### config.mk
export PLATFORM = sky130hd
export DESIGN_NAME = insertion_sort_ctrl_flat
export DESIGN_NICKNAME = d
export VERILOG_FILES = /design/src/rtl/insertion_sort_ctrl_pkg.sv /design/src/rtl/insertion_sort_ctrl_if.sv /design/src/rtl/insertion_sort_ctrl_mem_wr_hs.sv /design/src/rtl/insertion_sort_ctrl.sv /design/src/flat_wrapper.sv
export SDC_FILE = /design/constraint.sdc
export NUM_CORES = 1
export LEC_CHECK = 0
export CAP_MARGIN = 30
export CELL_PAD_IN_SITES_DETAIL_PLACEMENT = 0
export CELL_PAD_IN_SITES_GLOBAL_PLACEMENT = 1
export CORE_ASPECT_RATIO = 2
export CORE_UTILIZATION = 30
export DETAILED_ROUTE_END_ITERATION = 16
export GPL_TIMING_DRIVEN = 0
export HOLD_SLACK_MARGIN = 0.15
export MAX_ROUTING_LAYER = met4
export PLACE_DENSITY = 0.82
export SLEW_MARGIN = 10
export SYNTH_ARGS = -nofsm -noshare
export SYNTH_HDL_FRONTEND = slang
export SYNTH_HIERARCHICAL = 1
export SYNTH_SLANG_ARGS = --single-unit
### constraint.sdc
create_clock -name clk -period 2.5 [get_ports clk]
set_input_delay 0.625 -clock clk [delete_from_list [all_inputs] [get_ports clk]]
set_output_delay 0.625 -clock clk [all_outputs]
set_load 0.02 [all_outputs]
### src/rtl/insertion_sort_ctrl_pkg.sv
// Shared types and encodings for the insertion-sort controller.
package sort_ctrl_pkg;

  localparam int unsigned STATE_W   = 4;
  localparam int unsigned RESP_OKAY = 0;

  typedef enum logic [STATE_W-1:0] {
    IDLE, INIT, CHK_I, RD_KEY_AR, RD_KEY_R, CHK_J, RD_CMP_AR, RD_CMP_R,
    CMP, WR_SHIFT, WR_SHIFT_B, WR_KEY, WR_KEY_B, DONE
  } state_e;

  // Register-input selects
  localparam logic SEL_ONE       = 1'b0;
  localparam logic SEL_I_PLUS_1  = 1'b1;
  localparam logic SEL_I_MINUS_1 = 1'b0;
  localparam logic SEL_J_MINUS_1 = 1'b1;

  // Memory address/data selects
  localparam logic SEL_I           = 1'b0;
  localparam logic SEL_J           = 1'b1;
  localparam logic WA_SEL_J        = 1'b0;
  localparam logic WA_SEL_J_PLUS_1 = 1'b1;
  localparam logic SEL_INS         = 1'b0;
  localparam logic SEL_CMP         = 1'b1;

  function automatic logic is_wr_req(state_e s);
    return (s == WR_SHIFT) || (s == WR_KEY);
  endfunction

endpackage

### src/rtl/insertion_sort_ctrl_if.sv
// Memory read/write channel handshakes between the controller and memory.
interface insertion_sort_ctrl_if #(
  parameter int unsigned RESP_WDTH = 1
) ();
  logic                 ar_valid;
  logic                 ar_ready;
  logic                 r_valid;
  logic                 r_ready;
  logic                 aw_valid;
  logic                 aw_ready;
  logic                 w_valid;
  logic                 w_ready;
  logic                 b_valid;
  logic                 b_ready;
  logic [RESP_WDTH-1:0] b_resp;

  modport master (
    output ar_valid, r_ready, aw_valid, w_valid, b_ready,
    input  ar_ready, r_valid, aw_ready, w_ready, b_valid, b_resp
  );

  modport slave (
    input  ar_valid, r_ready, aw_valid, w_valid, b_ready,
    output ar_ready, r_valid, aw_ready, w_ready, b_valid, b_resp
  );
endinterface

### src/rtl/insertion_sort_ctrl_mem_wr_hs.sv
// Write request tracker: aw and w are accepted independently; flags when both are done.
module mem_wr_hs (
  input  logic clk,
  input  logic rst_n,
  input  logic active,
  input  logic aw_ready,
  input  logic w_ready,
  output logic aw_valid_c,
  output logic w_valid_c,
  output logic wr_done_c
);

  logic aw_done_q, aw_done_d;
  logic w_done_q,  w_done_d;

  always_comb begin
    aw_valid_c = active & ~aw_done_q;
    w_valid_c  = active & ~w_done_q;
    // Complete in the cycle the last outstanding ready arrives
    wr_done_c  = active & (aw_done_q | aw_ready) & (w_done_q | w_ready);
    aw_done_d  = aw_done_q;
    w_done_d   = w_done_q;
    if (wr_done_c || !active) begin
      aw_done_d = 1'b0;
      w_done_d  = 1'b0;
    end else begin
      if (aw_valid_c && aw_ready) aw_done_d = 1'b1;
      if (w_valid_c && w_ready)   w_done_d  = 1'b1;
    end
  end

  always_ff @(posedge clk or negedge rst_n) begin
    if (!rst_n) begin
      aw_done_q <= 1'b0;
      w_done_q  <= 1'b0;
    end else begin
      aw_done_q <= aw_done_d;
      w_done_q  <= w_done_d;
    end
  end

endmodule

### src/rtl/insertion_sort_ctrl.sv
// Insertion-sort sequencer: drives datapath strobes/selects and one-at-a-time memory traffic.
module insertion_sort_ctrl
  import sort_ctrl_pkg::*;
#(
  parameter int unsigned RESP_WDTH = 1
) (
  input  logic clk,
  input  logic rst_n,
  input  logic start,
  output logic busy,
  output logic done,
  output logic err,
  input  logic elem2insert_gt_elem2compare,
  input  logic j_gte_0,
  input  logic i_lt_arr_size,
  output logic sl_1_incd_to_i,
  output logic ld_i,
  output logic clr_i,
  output logic sl_i_minus_1_decrd_to_j,
  output logic ld_j,
  output logic clr_j,
  output logic ld_elem2insert,
  output logic clr_elem2insert,
  output logic ld_elem2compare,
  output logic clr_elem2compare,
  output logic sl_i_j_to_arr_ra,
  output logic sl_j_j_plus_1_to_arr_wa,
  output logic sl_elem2insert_elem2compare_to_arr_w,
  insertion_sort_ctrl_if.master mem
);

  state_e state_q, state_d;
  logic   err_q, err_d;
  logic   wr_active, aw_valid_c, w_valid_c, wr_done_c, resp_bad;

  assign wr_active = is_wr_req(state_q);
  assign resp_bad  = (mem.b_resp != RESP_WDTH'(RESP_OKAY));

  mem_wr_hs u_wr_hs (
    .clk        (clk),
    .rst_n      (rst_n),
    .active     (wr_active),
    .aw_ready   (mem.aw_ready),
    .w_ready    (mem.w_ready),
    .aw_valid_c (aw_valid_c),
    .w_valid_c  (w_valid_c),
    .wr_done_c  (wr_done_c)
  );

  assign mem.aw_valid = aw_valid_c;
  assign mem.w_valid  = w_valid_c;
  assign err          = err_q;

  always_comb begin
    state_d                              = state_q;
    err_d                                = err_q;
    busy                                 = (state_q != IDLE);
    done                                 = (state_q == DONE);
    ld_i                                 = 1'b0;
    clr_i                                = 1'b0;
    ld_j                                 = 1'b0;
    clr_j                                = 1'b0;
    ld_elem2insert                       = 1'b0;
    clr_elem2insert                      = 1'b0;
    ld_elem2compare                      = 1'b0;
    clr_elem2compare                     = 1'b0;
    mem.ar_valid                         = 1'b0;
    mem.r_ready                          = 1'b0;
    mem.b_ready                          = 1'b0;
    // Selects depend on state alone so they never move mid-state
    sl_1_incd_to_i                       = (state_q == WR_KEY_B) ? SEL_I_PLUS_1 : SEL_ONE;
    sl_i_minus_1_decrd_to_j              = (state_q == WR_SHIFT_B) ? SEL_J_MINUS_1 : SEL_I_MINUS_1;
    sl_i_j_to_arr_ra                     = (state_q inside {RD_CMP_AR, RD_CMP_R}) ? SEL_J : SEL_I;
    sl_j_j_plus_1_to_arr_wa              = (state_q inside {WR_SHIFT, WR_SHIFT_B, WR_KEY, WR_KEY_B})
                                           ? WA_SEL_J_PLUS_1 : WA_SEL_J;
    sl_elem2insert_elem2compare_to_arr_w = (state_q inside {WR_SHIFT, WR_SHIFT_B}) ? SEL_CMP : SEL_INS;

    unique case (state_q)
      IDLE: if (start) begin
        state_d = INIT;
        err_d   = 1'b0;
      end
      INIT: begin
        clr_j            = 1'b1;
        clr_elem2insert  = 1'b1;
        clr_elem2compare = 1'b1;
        ld_i             = 1'b1;
        state_d          = CHK_I;
      end
      CHK_I:     state_d = i_lt_arr_size ? RD_KEY_AR : DONE;
      RD_KEY_AR: begin
        mem.ar_valid = 1'b1;
        if (mem.ar_ready) state_d = RD_KEY_R;
      end
      RD_KEY_R: begin
        mem.r_ready = 1'b1;
        if (mem.r_valid) begin
          ld_elem2insert = 1'b1;
          ld_j           = 1'b1;
          state_d        = CHK_J;
        end
      end
      CHK_J:     state_d = j_gte_0 ? RD_CMP_AR : WR_KEY;
      RD_CMP_AR: begin
        mem.ar_valid = 1'b1;
        if (mem.ar_ready) state_d = RD_CMP_R;
      end
      RD_CMP_R: begin
        mem.r_ready = 1'b1;
        if (mem.r_valid) begin
          ld_elem2compare = 1'b1;
          state_d         = CMP;
        end
      end
      CMP:       state_d = elem2insert_gt_elem2compare ? WR_KEY : WR_SHIFT;
      WR_SHIFT:  if (wr_done_c) state_d = WR_SHIFT_B;
      WR_KEY:    if (wr_done_c) state_d = WR_KEY_B;
      WR_SHIFT_B, WR_KEY_B: begin
        mem.b_ready = 1'b1;
        if (mem.b_valid) begin
          if (resp_bad) begin
            err_d   = 1'b1;
            state_d = DONE;
          end else if (state_q == WR_SHIFT_B) begin
            ld_j    = 1'b1;
            state_d = CHK_J;
          end else begin
            ld_i    = 1'b1;
            state_d = CHK_I;
          end
        end
      end
      DONE:      state_d = IDLE;
      default:   state_d = IDLE;
    endcase
  end

  always_ff @(posedge clk or negedge rst_n) begin
    if (!rst_n) begin
      state_q <= IDLE;
      err_q   <= 1'b0;
    end else begin
      state_q <= state_d;
      err_q   <= err_d;
    end
  end

endmodule

### src/flat_wrapper.sv
// flat-port wrapper written by rule: the top's interface ports become plain ports
module insertion_sort_ctrl_flat import sort_ctrl_pkg::*;
#(
  parameter int unsigned RESP_WDTH = 1
)
  (clk, rst_n, start, busy, done, err, elem2insert_gt_elem2compare, j_gte_0, i_lt_arr_size, sl_1_incd_to_i, ld_i, clr_i, sl_i_minus_1_decrd_to_j, ld_j, clr_j, ld_elem2insert, clr_elem2insert, ld_elem2compare, clr_elem2compare, sl_i_j_to_arr_ra, sl_j_j_plus_1_to_arr_wa, sl_elem2insert_elem2compare_to_arr_w, mem_ar_valid, mem_r_ready, mem_aw_valid, mem_w_valid, mem_b_ready, mem_ar_ready, mem_r_valid, mem_aw_ready, mem_w_ready, mem_b_valid, mem_b_resp);
  insertion_sort_ctrl_if #(.RESP_WDTH(RESP_WDTH)) mem_i ();
  input  logic clk;
  input  logic rst_n;
  input  logic start;
  output logic busy;
  output logic done;
  output logic err;
  input  logic elem2insert_gt_elem2compare;
  input  logic j_gte_0;
  input  logic i_lt_arr_size;
  output logic sl_1_incd_to_i;
  output logic ld_i;
  output logic clr_i;
  output logic sl_i_minus_1_decrd_to_j;
  output logic ld_j;
  output logic clr_j;
  output logic ld_elem2insert;
  output logic clr_elem2insert;
  output logic ld_elem2compare;
  output logic clr_elem2compare;
  output logic sl_i_j_to_arr_ra;
  output logic sl_j_j_plus_1_to_arr_wa;
  output logic sl_elem2insert_elem2compare_to_arr_w;
  output wire logic [$bits(mem_i.ar_valid)-1:0] mem_ar_valid;
  output wire logic [$bits(mem_i.r_ready)-1:0] mem_r_ready;
  output wire logic [$bits(mem_i.aw_valid)-1:0] mem_aw_valid;
  output wire logic [$bits(mem_i.w_valid)-1:0] mem_w_valid;
  output wire logic [$bits(mem_i.b_ready)-1:0] mem_b_ready;
  input wire logic [$bits(mem_i.ar_ready)-1:0] mem_ar_ready;
  input wire logic [$bits(mem_i.r_valid)-1:0] mem_r_valid;
  input wire logic [$bits(mem_i.aw_ready)-1:0] mem_aw_ready;
  input wire logic [$bits(mem_i.w_ready)-1:0] mem_w_ready;
  input wire logic [$bits(mem_i.b_valid)-1:0] mem_b_valid;
  input wire logic [$bits(mem_i.b_resp)-1:0] mem_b_resp;
  assign mem_ar_valid = mem_i.ar_valid;
  assign mem_r_ready = mem_i.r_ready;
  assign mem_aw_valid = mem_i.aw_valid;
  assign mem_w_valid = mem_i.w_valid;
  assign mem_b_ready = mem_i.b_ready;
  assign mem_i.ar_ready = mem_ar_ready;
  assign mem_i.r_valid = mem_r_valid;
  assign mem_i.aw_ready = mem_aw_ready;
  assign mem_i.w_ready = mem_w_ready;
  assign mem_i.b_valid = mem_b_valid;
  assign mem_i.b_resp = mem_b_resp;
  insertion_sort_ctrl #(.RESP_WDTH(RESP_WDTH)) u_core (.clk(clk), .rst_n(rst_n), .start(start), .busy(busy), .done(done), .err(err), .elem2insert_gt_elem2compare(elem2insert_gt_elem2compare), .j_gte_0(j_gte_0), .i_lt_arr_size(i_lt_arr_size), .sl_1_incd_to_i(sl_1_incd_to_i), .ld_i(ld_i), .clr_i(clr_i), .sl_i_minus_1_decrd_to_j(sl_i_minus_1_decrd_to_j), .ld_j(ld_j), .clr_j(clr_j), .ld_elem2insert(ld_elem2insert), .clr_elem2insert(clr_elem2insert), .ld_elem2compare(ld_elem2compare), .clr_elem2compare(clr_elem2compare), .sl_i_j_to_arr_ra(sl_i_j_to_arr_ra), .sl_j_j_plus_1_to_arr_wa(sl_j_j_plus_1_to_arr_wa), .sl_elem2insert_elem2compare_to_arr_w(sl_elem2insert_elem2compare_to_arr_w), .mem(mem_i));
endmodule
Word level (Yosys, flattened, before mapping)
Index checks and enable logic that the tools add are counted.
{"block": "word_totals", "ff_bits": 7, "input_bits": 12, "output_inout_bits": 21, "elab_cells": 93}
{"block": "classes", "eq_ne": 22, "muxes": 41, "bitwise": 8, "reduce_logical": 18}
{"op": "$pmux 4 s12", "count": 1}
{"op": "$mux 4", "count": 11}
{"op": "$eq 4x4->1 const B", "count": 6}
{"op": "$mux 1", "count": 24}
{"op": "$ne 2x2->1 const B", "count": 9}
{"op": "$eq 4x3->1 const B", "count": 4}
{"op": "$reduce_bool 2->1", "count": 5}
{"op": "$eq 4x2->1 const B", "count": 2}
{"op": "$reduce_and 8->1", "count": 1}
{"op": "$reduce_bool 4->1", "count": 2}
{"op": "$pmux 1 s2", "count": 3}
{"op": "$reduce_or 2->1", "count": 3}
{"op": "$and 1x1->1", "count": 4}
{"op": "$eq 4x1->1 const B", "count": 1}
{"op": "$logic_not 4->1", "count": 1}
{"op": "$reduce_and 4->1", "count": 1}
{"op": "$mux 3", "count": 1}
{"op": "$logic_and 1x1->1", "count": 2}
{"op": "$logic_or 1x1->1", "count": 2}
{"op": "$mux 2", "count": 1}
{"op": "$not 1->1", "count": 2}
{"op": "$or 1x1->1", "count": 2}
{"op": "$logic_not 1->1", "count": 1}

Logic depth before layout (Yosys ltp)
{"block": "depth", "ltp_word": 6, "ltp_mapped": 10, "depth_no_buf": 9}

By module
Netlist, hierarchy kept.
{"module": "insertion_sort_ctrl", "instances": 1, "cells_per_inst": 84, "area_each_um2": 694.4, "seq_area_each_um2": 125.1}
{"module": "mem_wr_hs", "instances": 1, "cells_per_inst": 9, "area_each_um2": 100.1, "seq_area_each_um2": 50.0}

Least setup slack after synthesis
No wires, ideal clock.
{"block": "synth_path", "path_type": "reg2out", "startpoint": "register u_core.state_q[1]", "endpoint": "output port ld_i", "arrival_ps": 1742, "t_required_ps": 1875, "slack_ps": 133, "stages_incl_launch_ff": 6, "n_path_buf": 2, "path_cell_list": "dfrtp_1 > buf_6 > buf_2 > nand2b_1 > nor3_1 > a31o_1"}
{"block": "synth_via", "elab_chain_len": 5}
{"element": "start: declaration", "line": "insertion_sort_ctrl.sv:32", "rtl": "state_e state_q, state_d;"}
{"element": "start signal: assignment", "line": "insertion_sort_ctrl.sv:143", "rtl": "state_q <= state_d;"}
{"element": "$eq 4x4->1", "line": "insertion_sort_ctrl.sv:78, insertion_sort_ctrl.sv:124"}
{"element": "$mux 1", "line": "insertion_sort_ctrl.sv:124", "rtl": "end else if (state_q == WR_SHIFT_B) begin"}
{"element": "$mux 1", "line": "insertion_sort_ctrl.sv:121", "rtl": "if (resp_bad) begin"}
{"element": "$mux 1", "line": "insertion_sort_ctrl.sv:120", "rtl": "if (mem.b_valid) begin"}
{"element": "$pmux 1 s2 (*)", "line": "insertion_sort_ctrl.sv:78", "rtl": "unique case (state_q)"}
{"element": "end: declaration", "line": "flat_wrapper.sv:18", "rtl": "output logic ld_i;"}
Mark *: on every way between the ends. The rest lies on a longest branch, timed or not.

Worst setup path after layout
{"block": "layout_path", "startpoint": "input port mem_b_resp", "endpoint": "output port ld_j"}
{"block": "layout_via", "elab_chain_len": 3}
{"element": "start: declaration", "line": "flat_wrapper.sv:40", "rtl": "input wire logic [$bits(mem_i.b_resp)-1:0] mem_b_resp;"}
{"element": "$mux 1", "line": "insertion_sort_ctrl.sv:121"}
{"element": "$mux 1", "line": "insertion_sort_ctrl.sv:120"}
{"element": "$pmux 1 s2", "line": "insertion_sort_ctrl.sv:78"}
{"element": "end: declaration", "line": "flat_wrapper.sv:21", "rtl": "output logic ld_j;"}
No other way between the ends.

==> run summary <==
The run finished with clean final reports. The run gives 0 as the final hold violation count. The average wire per cell in the routed design came out at 15.3 microns. The post-synthesis sequential element count was 7.

The critical path is of the in -> out type. For flop-to-flop paths, the worst setup slack is 0.25 ns. Once detail routing completed, the nets flagged for antenna violations numbered 0. The number of cell rows came out at 26. The last element of the critical path is ld_j.

Data on the critical path is required at its endpoint by 1.88 ns. The endpoint class of the critical path was a primary output. The logs give 0 for the initial antenna violation count and 2.38 mm for the routed wire length.

Setup repair after global routing left no endpoint under its margin. The tools report the effective utilization at floorplan as 0.313. Entering global routing, the biggest net connects 11 pins. Counting I/O delays and the setup requirement, the final critical path takes 2.47 ns. The area share of the largest cell type after synthesis was 0.220; the path depth of the worst reg2reg path was 10. The floorplan die height was 74.8 microns; the maximum count of clock buffers along a single path was 2.

Share of layout cells above drive strength 1: 0.250. In the final routing, the length of wire on met1 measures 868 microns. The tools report the number of DRC markers in iteration 0 as 12. The min-delay analysis places its worst path in the category reg -> reg. The first global-routing pass estimated 3.75 mm of wire. Setup violations remaining at the end of the flow were counted as 0.

The cell sitting at the root of the clock tree is a sky130_fd_sc_hd__clkbuf_8. Across the routed clock network, the largest skew measured is 0.000196 ns. Data arrival time of the critical path: 1.85 ns. The via count of the first global-routing pass was 844; the number of sinks on the clock net was 7. The total core area is 2540 sq um, and the top-level I/O count is 33.

The synthesized netlist net count is 105. Predominant post-synthesis flop cell: sky130_fd_sc_hd__dfrtp_1. Summed over all nets, wire length on met3 after detailed routing comes to 102 microns. By area the synthesized netlist is led by sky130_fd_sc_hd__dfrtp_1 22%, sky130_fd_sc_hd__mux2_4 5.7%, sky130_fd_sc_hd__nor2_1 5.7%. The run gives 0.562 nW as the leakage power.

Synthesis handed over a netlist of 93 instances. The worst hold path begins at u_core/u_wr_hs/w_done_q$_DFFE_PN0P_. At the end of routability-driven placement, the weighted congestion stood at 0.858. The final layout contains 141 nets. The number of I/O port buffers came out at 31.

In this run the critical register-to-register path is launched from u_core/state_q[3]$_DFFE_PN0P_. In the synthesized netlist, the cells that appear most often are 12 x sky130_fd_sc_hd__nor2_1, 7 x sky130_fd_sc_hd__dfrtp_1, 5 x sky130_fd_sc_hd__buf_4, 5 x sky130_fd_sc_hd__nand2_1. The unique cell type count in the Yosys netlist was 42; the post-synthesis async set-or-reset flop share was 1.00.

The source-to-sink clock delay at the later pin of the worst-skew pair came out at 0.22 ns. Summed over all layers, the global routing overflow is 0. The count of cells in the finished layout, fillers not included, comes to 156. The HPWL after detailed placement is 1.87 mm.

For the overall fraction of global-route tracks in use, the log shows 0.189. For this run, the detailed router's first-pass iteration total came to 4. The routed design uses 1.35 mm of met2 wire.

For the die area, the log shows 2870 sq um. In this run the horizontal extent of the chip is 38.4 microns. For the number of max-slew violations in the final report, the log shows 0.

After detailed placement, the design holds a cell count of 152. The final clock period utilization by the worst path works out to 0.988. After clock tree synthesis, the clock-pin slew on the worst setup and hold paths is 0.04 ns. The logs give 6 for the yosys synthesis warning count and 0 for the total inserted antenna cells. After clock tree synthesis, the flow added hold-fix buffers numbering 0. The run gives 0 as the remaining routing DRC violations. The total via count after detailed routing was 855.

The sequential-to-total area share from yosys stat was 0.220; the mean cell area of the mapped netlist was 8.54 sq um. The count of max-cap constraint violations came out at 0. The cell with the most instances after synthesis was sky130_fd_sc_hd__nor2_1.

The most critical setup path has its startpoint at mem_b_resp. The largest vdd supply drop was 650 uV. For the maximum level of the CTS H-tree, the log shows 1. STA classifies the critical path startpoint as an input port. For the number of CTS-inserted buffers, the log shows 3.

Of all nets on the critical path, the largest fanout is 5. The number of synthesized flops with an enable pin was 0. Of all cell types, the one taking the most synthesized area is sky130_fd_sc_hd__dfrtp_1.

Dividing the detail-routed via count by the number of cells gives 5.48. Timing would allow up to 405 MHz. The endpoint identified for the worst register-to-register timing path is u_core/state_q[0]$_DFFE_PN0P_.

TritonCTS built the clock tree. The layout has 264 filler cells. From synthesis to final layout, the design area changed by 50.9%. The worst hold slack was 0.466 ns; the summed instance area of the synthesized netlist was 795 sq um. The highest layer touched by signal routing is met4.

The ratio of total power to cell area came out at 1300 nW/um^2.
kinds of logic (layout without fill, tap and decap cells):
logic type,after synthesis,in the layout,synth area share
AOI/OAI and AO/OA,21,21,0.209
xor gates and xnor gates,2,2,0.0221
buffers and inverters,13,48,0.101
DFF,7,7,0.220
muxes,4,4,0.0693
other,1,1,0.00472
and+or+nand+nor,45,45,0.373
critical path, cell delays in order:
cell and delay [ns]:
sky130_fd_sc_hd__clkdlybuf4s50_1 0.59, sky130_fd_sc_hd__inv_1 0.13, sky130_fd_sc_hd__a31o_1 0.19, sky130_fd_sc_hd__dlygate4sd2_1 0.32
flip-flops by register name (all words and copies together) (netlist names):
name,count
u_core/u_wr_hs/w_done_q,1
u_core/err,1
u_core/state_q,4
u_core/u_wr_hs/aw_done_q,1
cell usage in the layout, fill, tap and decap left out, drive strengths merged, types with 4 or more instances in the layout:
cell type and count:
clkdlybuf4s50 14, buf 8, and3 4, clkbuf 7, a31oi 4, nor2 12, nor2b 4, nand2 5
dlygate4sd2 13, dfrtp 7
per-stage QoR:
stage / power (W) / instance area (sq um) / util / setup TNS (ns) / setup slack, ns
after floorplan: 0.00104 / 795 / - / 0 / 0.133
after detailed placement: 0.00141 / 1140 / 0.449 / -0.926 / -0.192
after CTS: 0.00155 / 1190 / 0.467 / 0 / 0.0163
after global routing: 0.00168 / 1200 / 0.472 / 0 / 0.00183
after global placement: 0.00140 / 1140 / 0.449 / -0.940 / -0.212
final: 0.00156 / 1200 / 0.472 / 0 / 0.0293
power by group:
| part | total, W | switching [W] | internal, W | leakage (nW) |
|---|---|---|---|---|
| Combinational | 0.00120 | 0.000641 | 0.000554 | 0.452 |
| Clock | 0.000156 | 0.0000458 | 0.000110 | 0.0228 |
| Sequential | 0.000209 | 0.0000482 | 0.000161 | 0.0881 |
worst min-delay path by stage:
stage / endpoint / slack, ns / depth (start not counted)
after global placement: u_core/u_wr_hs/aw_done_q$_DFFE_PN0P_ / 0.45 / 1
after global routing: u_core/u_wr_hs/aw_done_q$_DFFE_PN0P_ / 0.49 / 1
final: u_core/u_wr_hs/aw_done_q$_DFFE_PN0P_ / 0.47 / 1
after detailed placement: u_core/u_wr_hs/aw_done_q$_DFFE_PN0P_ / 0.46 / 1
after floorplan: u_core/err$_DFFE_PN0P_ / 0.33 / 0
after CTS: u_core/u_wr_hs/aw_done_q$_DFFE_PN0P_ / 0.47 / 1
routing by layer:
metal | vias up | GRT usage
met5 | - | -
met4 | 0 | 0.123
met3 | 8 | 0.0295
met2 | 32 | 0.330
met1 | 405 | 0.184
li1 | 410 | -
area by class of cell:
type                       count  area, sq um  area share
timing repair buffer          31          292       0.243
tap                           28         35.0      0.0292
clock buffer                   4         45.0      0.0376
sequential                     7          176       0.147
inverter                       3         11.3     0.00939
multi-input combinational     73          563       0.470
buffer                        10         76.3      0.0637
repair_timing:
action | in CTS | in global routing
buffers inserted | 0 | 0
gates resized for setup | 22 | 10
setup endpoints to repair | 15 | 10
Note: power is estimated with default switching activity, not from simulation.
==> edit 1: new RTL, config.mk and constraints unchanged <==
Reset style: synchronous (`rst_n`), changed in 2 clocked blocks.
--- a/src/rtl/insertion_sort_ctrl_mem_wr_hs.sv
+++ b/src/rtl/insertion_sort_ctrl_mem_wr_hs.sv
@@ -29,7 +29,7 @@
     end
   end
 
-  always_ff @(posedge clk or negedge rst_n) begin
+  always_ff @(posedge clk) begin
     if (!rst_n) begin
       aw_done_q <= 1'b0;
       w_done_q  <= 1'b0;
--- a/src/rtl/insertion_sort_ctrl.sv
+++ b/src/rtl/insertion_sort_ctrl.sv
@@ -135,7 +135,7 @@
     endcase
   end
 
-  always_ff @(posedge clk or negedge rst_n) begin
+  always_ff @(posedge clk) begin
     if (!rst_n) begin
       state_q <= IDLE;
       err_q   <= 1'b0;
Formal check against the unedited RTL: differs if rst_n is asserted again (counterexample within 4 cycles, from zero or initial values and one cycle with rst_n low); with rst_n held inactive, the same outputs for 10 cycles.
==> edit 1 against the unedited design <==
- worst hold slack worse by 0.0060 ns
- combinational power is 27% lower
- sequential cell count stayed put
- global-route usage is 0.79 points higher
- largest power group unchanged
- area after synthesis is 7.1% lower
- non-clock buffer count is 3 higher
- utilization is 2.9 points higher
- worst setup slack better by 0.0053 ns
- register-to-register slack worse by 0.08 ns
- via count is 3.2% higher
- wire length hardly changed
- design area is 1.8% lower
- power is 24% lower
==> edit 1: results (changes against the unedited design) <==
| Metric | Value |
|---|---|
| Status | completed |
| Place WS | -0.2827 ns (-0.09064 ns) |
| Cell variety after synth | 41 (-2.4%) |
| Share of synthesized registers carrying an async set or reset | 0% (-100 points) |
| Post-Syn Nets | 117 (+11%) |
| Gpl congestion | 0.8435 (-1.7%) |
| Sequential element share of the synthesized area | 18.98% (-3.1 points) |
| PwrDens | 1009 nW/um^2 (-22%) |
| Reg2reg start | u_core/state_q[2] |
| Vias | 882 (+3.2%) |
| Worst hold start | u_core/err |
| Vias in the first global route | 872 (+3.3%) |
| Wl on met1 | 887 um (+2.2%) |
| Maximum VDD drop | 0.0004158 V (-36%) |
| HPWL after DPL | 1897 um (+1.6%) |
| GRT Total Usage | 19.71% (+0.79 points) |
| Hold depth | 2 (+1) |
| Share of layout cells above drive strength 1 | 20.42% (-4.6 points) |
| Fillers | 252 (-4.5%) |
| Setup Skew | 0.002522 ns (+0.002326 ns) |
| DR WL met3 | 44 um (-57%) |
| M3 GR Usage | 0% (-2.9 points) |
| Hold Slack | 0.4604 ns (-0.006021 ns) |
| Final #Nets | 155 (+9.9%) |
| RR Endpoint | u_core/state_q[0] |
| Seq power | 0.154 mW (-26%) |
| Leakage power | 0.6046 nW (+7.5%) |
| Met2 Use GR | 36.71% (+3.7 points) |
| First-pass GRT wire length | 3801 um (+1.3%) |
| Reg2reg setup slack | 0.17 ns (-0.08 ns) |
| Core Rows | 25 (-3.8%) |
| Grt met1 use | 19.47% (+1.1 points) |
| DRC violation total after the first TritonRoute iteration | 20 (+8) |
| Met2 wire length | 1384 um (+2.7%) |
| Synth top area cells | dfxtp_1, nor2_1, nand2_1, o21ai_0, buf_4 |
| Synth top cells by count | nor2_1, nand2_1, dfxtp_1 |
==> edit 1: through the flow <==
step                setup TNS [ns]  cell area [um^2]  util, %  instances
finish                           0              1177    50.19        169
global route                     0              1177    50.19        169
CTS                       -0.03496              1142    48.69        167
detailed placement          -1.444              1082    46.13        163
global placement            -1.437              1082    46.13        163
floorplan                        0             738.2        -        105
==> edit 1: area by class of cell <==
class | count | area share, %
Tap cell | 27 | 2.869
Inverter | 6 | 2.232
Timing Repair Buffer | 33 | 27.21
Buffer | 11 | 6.908
Clock buffer | 4 | 3.826
Multi-Input combinational cell | 81 | 45.06
Sequential cell | 7 | 11.90
==> edit 1: cell families (layout without fill, tap and decap cells) <==
kind of cell	Yosys count	in the layout	synth area share, %
buffers and inverters	17	54	12.03
AO/OA/AOI/OAI	27	27	28.65
XOR/XNOR	3	3	3.560
AND/OR/NAND/NOR	50	50	36.27
other	1	1	0.5080
flip-flops	7	7	18.98
==> edit 2: new RTL, same flow settings <==
Made on the original files. Set the package constant `STATE_W` to 6 (it was 4).
--- a/src/rtl/insertion_sort_ctrl_pkg.sv
+++ b/src/rtl/insertion_sort_ctrl_pkg.sv
@@ -1,7 +1,7 @@
 // Shared types and encodings for the insertion-sort controller.
 package sort_ctrl_pkg;
 
-  localparam int unsigned STATE_W   = 4;
+  localparam int unsigned STATE_W   = 6;
   localparam int unsigned RESP_OKAY = 0;
 
   typedef enum logic [STATE_W-1:0] {
Function: no difference found for any inputs over 10 cycles, from zero or initial values and one cycle with rst_n low; that may be too few to reach the edited logic, so the function may still have changed.
==> edit 2 against the unedited design <==
- critical path depth grew 1
- sequential share of layout area shrank 0.23 points
- worst setup slack gained 0.070 ns
- power grew 6.7%
- count of clock-buffer cells in the layout is the same
- wire length grew 7.3%
- area after synthesis grew 2.4%
- cell count grew 6.4%
- sequential cell count is the same
- design area grew 0.84%
- utilization shrank 0.21 points
- highest routed layer unchanged
==> edit 2: results (changes against the unedited design) <==
| Metric | Value |
|---|---|
| Met2 wire length | 1496 um (+11%) |
| Share of layout cells above drive strength 1 | 23.19% (-1.8 points) |
| HPWL after DPL | 2024 um (+8.4%) |
| Vias | 870 (+1.8%) |
| Vias in the first global route | 830 (-1.7%) |
| DRC violation total after the first TritonRoute iteration | 16 (+4) |
| Maximum VDD drop | 0.0005914 V (-9.0%) |
| GRT Total Usage | 18.70% (-0.22 points) |
| Post-Syn Nets | 115 (+9.5%) |
| Status | completed |
| Synth top cells by count | nor2_1, nand2_1, dfrtp_1 |
| CP max stage delay | 0.62 ns (+0.03 ns) |
| Final #Nets | 151 (+7.1%) |
| Critical Path AT | 1.78 ns (-0.07 ns) |
| Place WS | -0.3961 ns (-0.2041 ns) |
| Cells after DPL | 162 (+6.6%) |
| Sequential element share of the synthesized area | 21.54% (-0.51 points) |
| CP startpoint | u_core/state_q[2] |
| Synth top area cells | dfrtp_1, nor2_1, buf_4, mux2_4, nand2_1 |
| Routed len/inst | 15.41 um (+0.88%) |
| Finished Layout Cells | 166 (+6.4%) |
| Wl on met1 | 942 um (+8.5%) |
| Worst-path fanout max | 10 (+5) |
| Leakage power | 0.6082 nW (+8.2%) |
| Syn Inst Count | 103 (+11%) |
| Final WS setup | 0.09938 ns (+0.07013 ns) |
| Gpl congestion | 0.8806 (+2.7%) |
-- edit 2: cell type report --
type                       count  area, um^2
fill                         268        1361
sequential                     7       175.2
multi-input combinational     79       544.3
clock buffer                   4       45.04
tap                           28       35.03
inverter                       6       22.52
timing repair buffer          31       299.0
buffer                        11       87.58
-- edit 2: what timing repair did --
item,in CTS,in global routing
gates cloned,0,0
resized for setup,18,6
endpoints found under the setup margin,13,5
-- edit 2: report_power, final --
group | total, mW | internal (mW) | switching (mW) | leakage, nW
Clock | 0.162 | 0.111 | 0.0514 | 0.0228
Combinational | 1.32 | 0.595 | 0.729 | 0.497
Sequential | 0.180 | 0.160 | 0.0202 | 0.0889
Total | 1.67 | 0.865 | 0.800 | 0.608
-- edit 2: logic make-up after synthesis --
kind of cell	count (synthesis)	synth area share, %
other	1	0.4611
DFF	7	21.54
buffers and inverters	17	12.92
muxes	4	6.769
AOI/OAI and AO/OA	23	23.39
xor gates and xnor gates	2	2.154
and+or+nand+nor	49	32.77
-- edit 2: final timing paths --
kind / to / cells past startpoint
worst min-delay path: u_core/u_wr_hs/aw_done_q / 1
worst max register to register: u_core/state_q[2] / 10
worst max-delay path: sl_i_minus_1_decrd_to_j / 5
min in group asynchronous: u_core/state_q[2] / 1
max in group asynchronous: u_core/u_wr_hs/w_done_q / 1
worst min register to register: u_core/u_wr_hs/aw_done_q / 1
-- edit 2: metal layers --
metal	vias up	GRT usage (%)
met3	5	2.915
li1	421	-
met2	25	36.67
met1	419	16.15
met4	0	7.663
met5	-	-
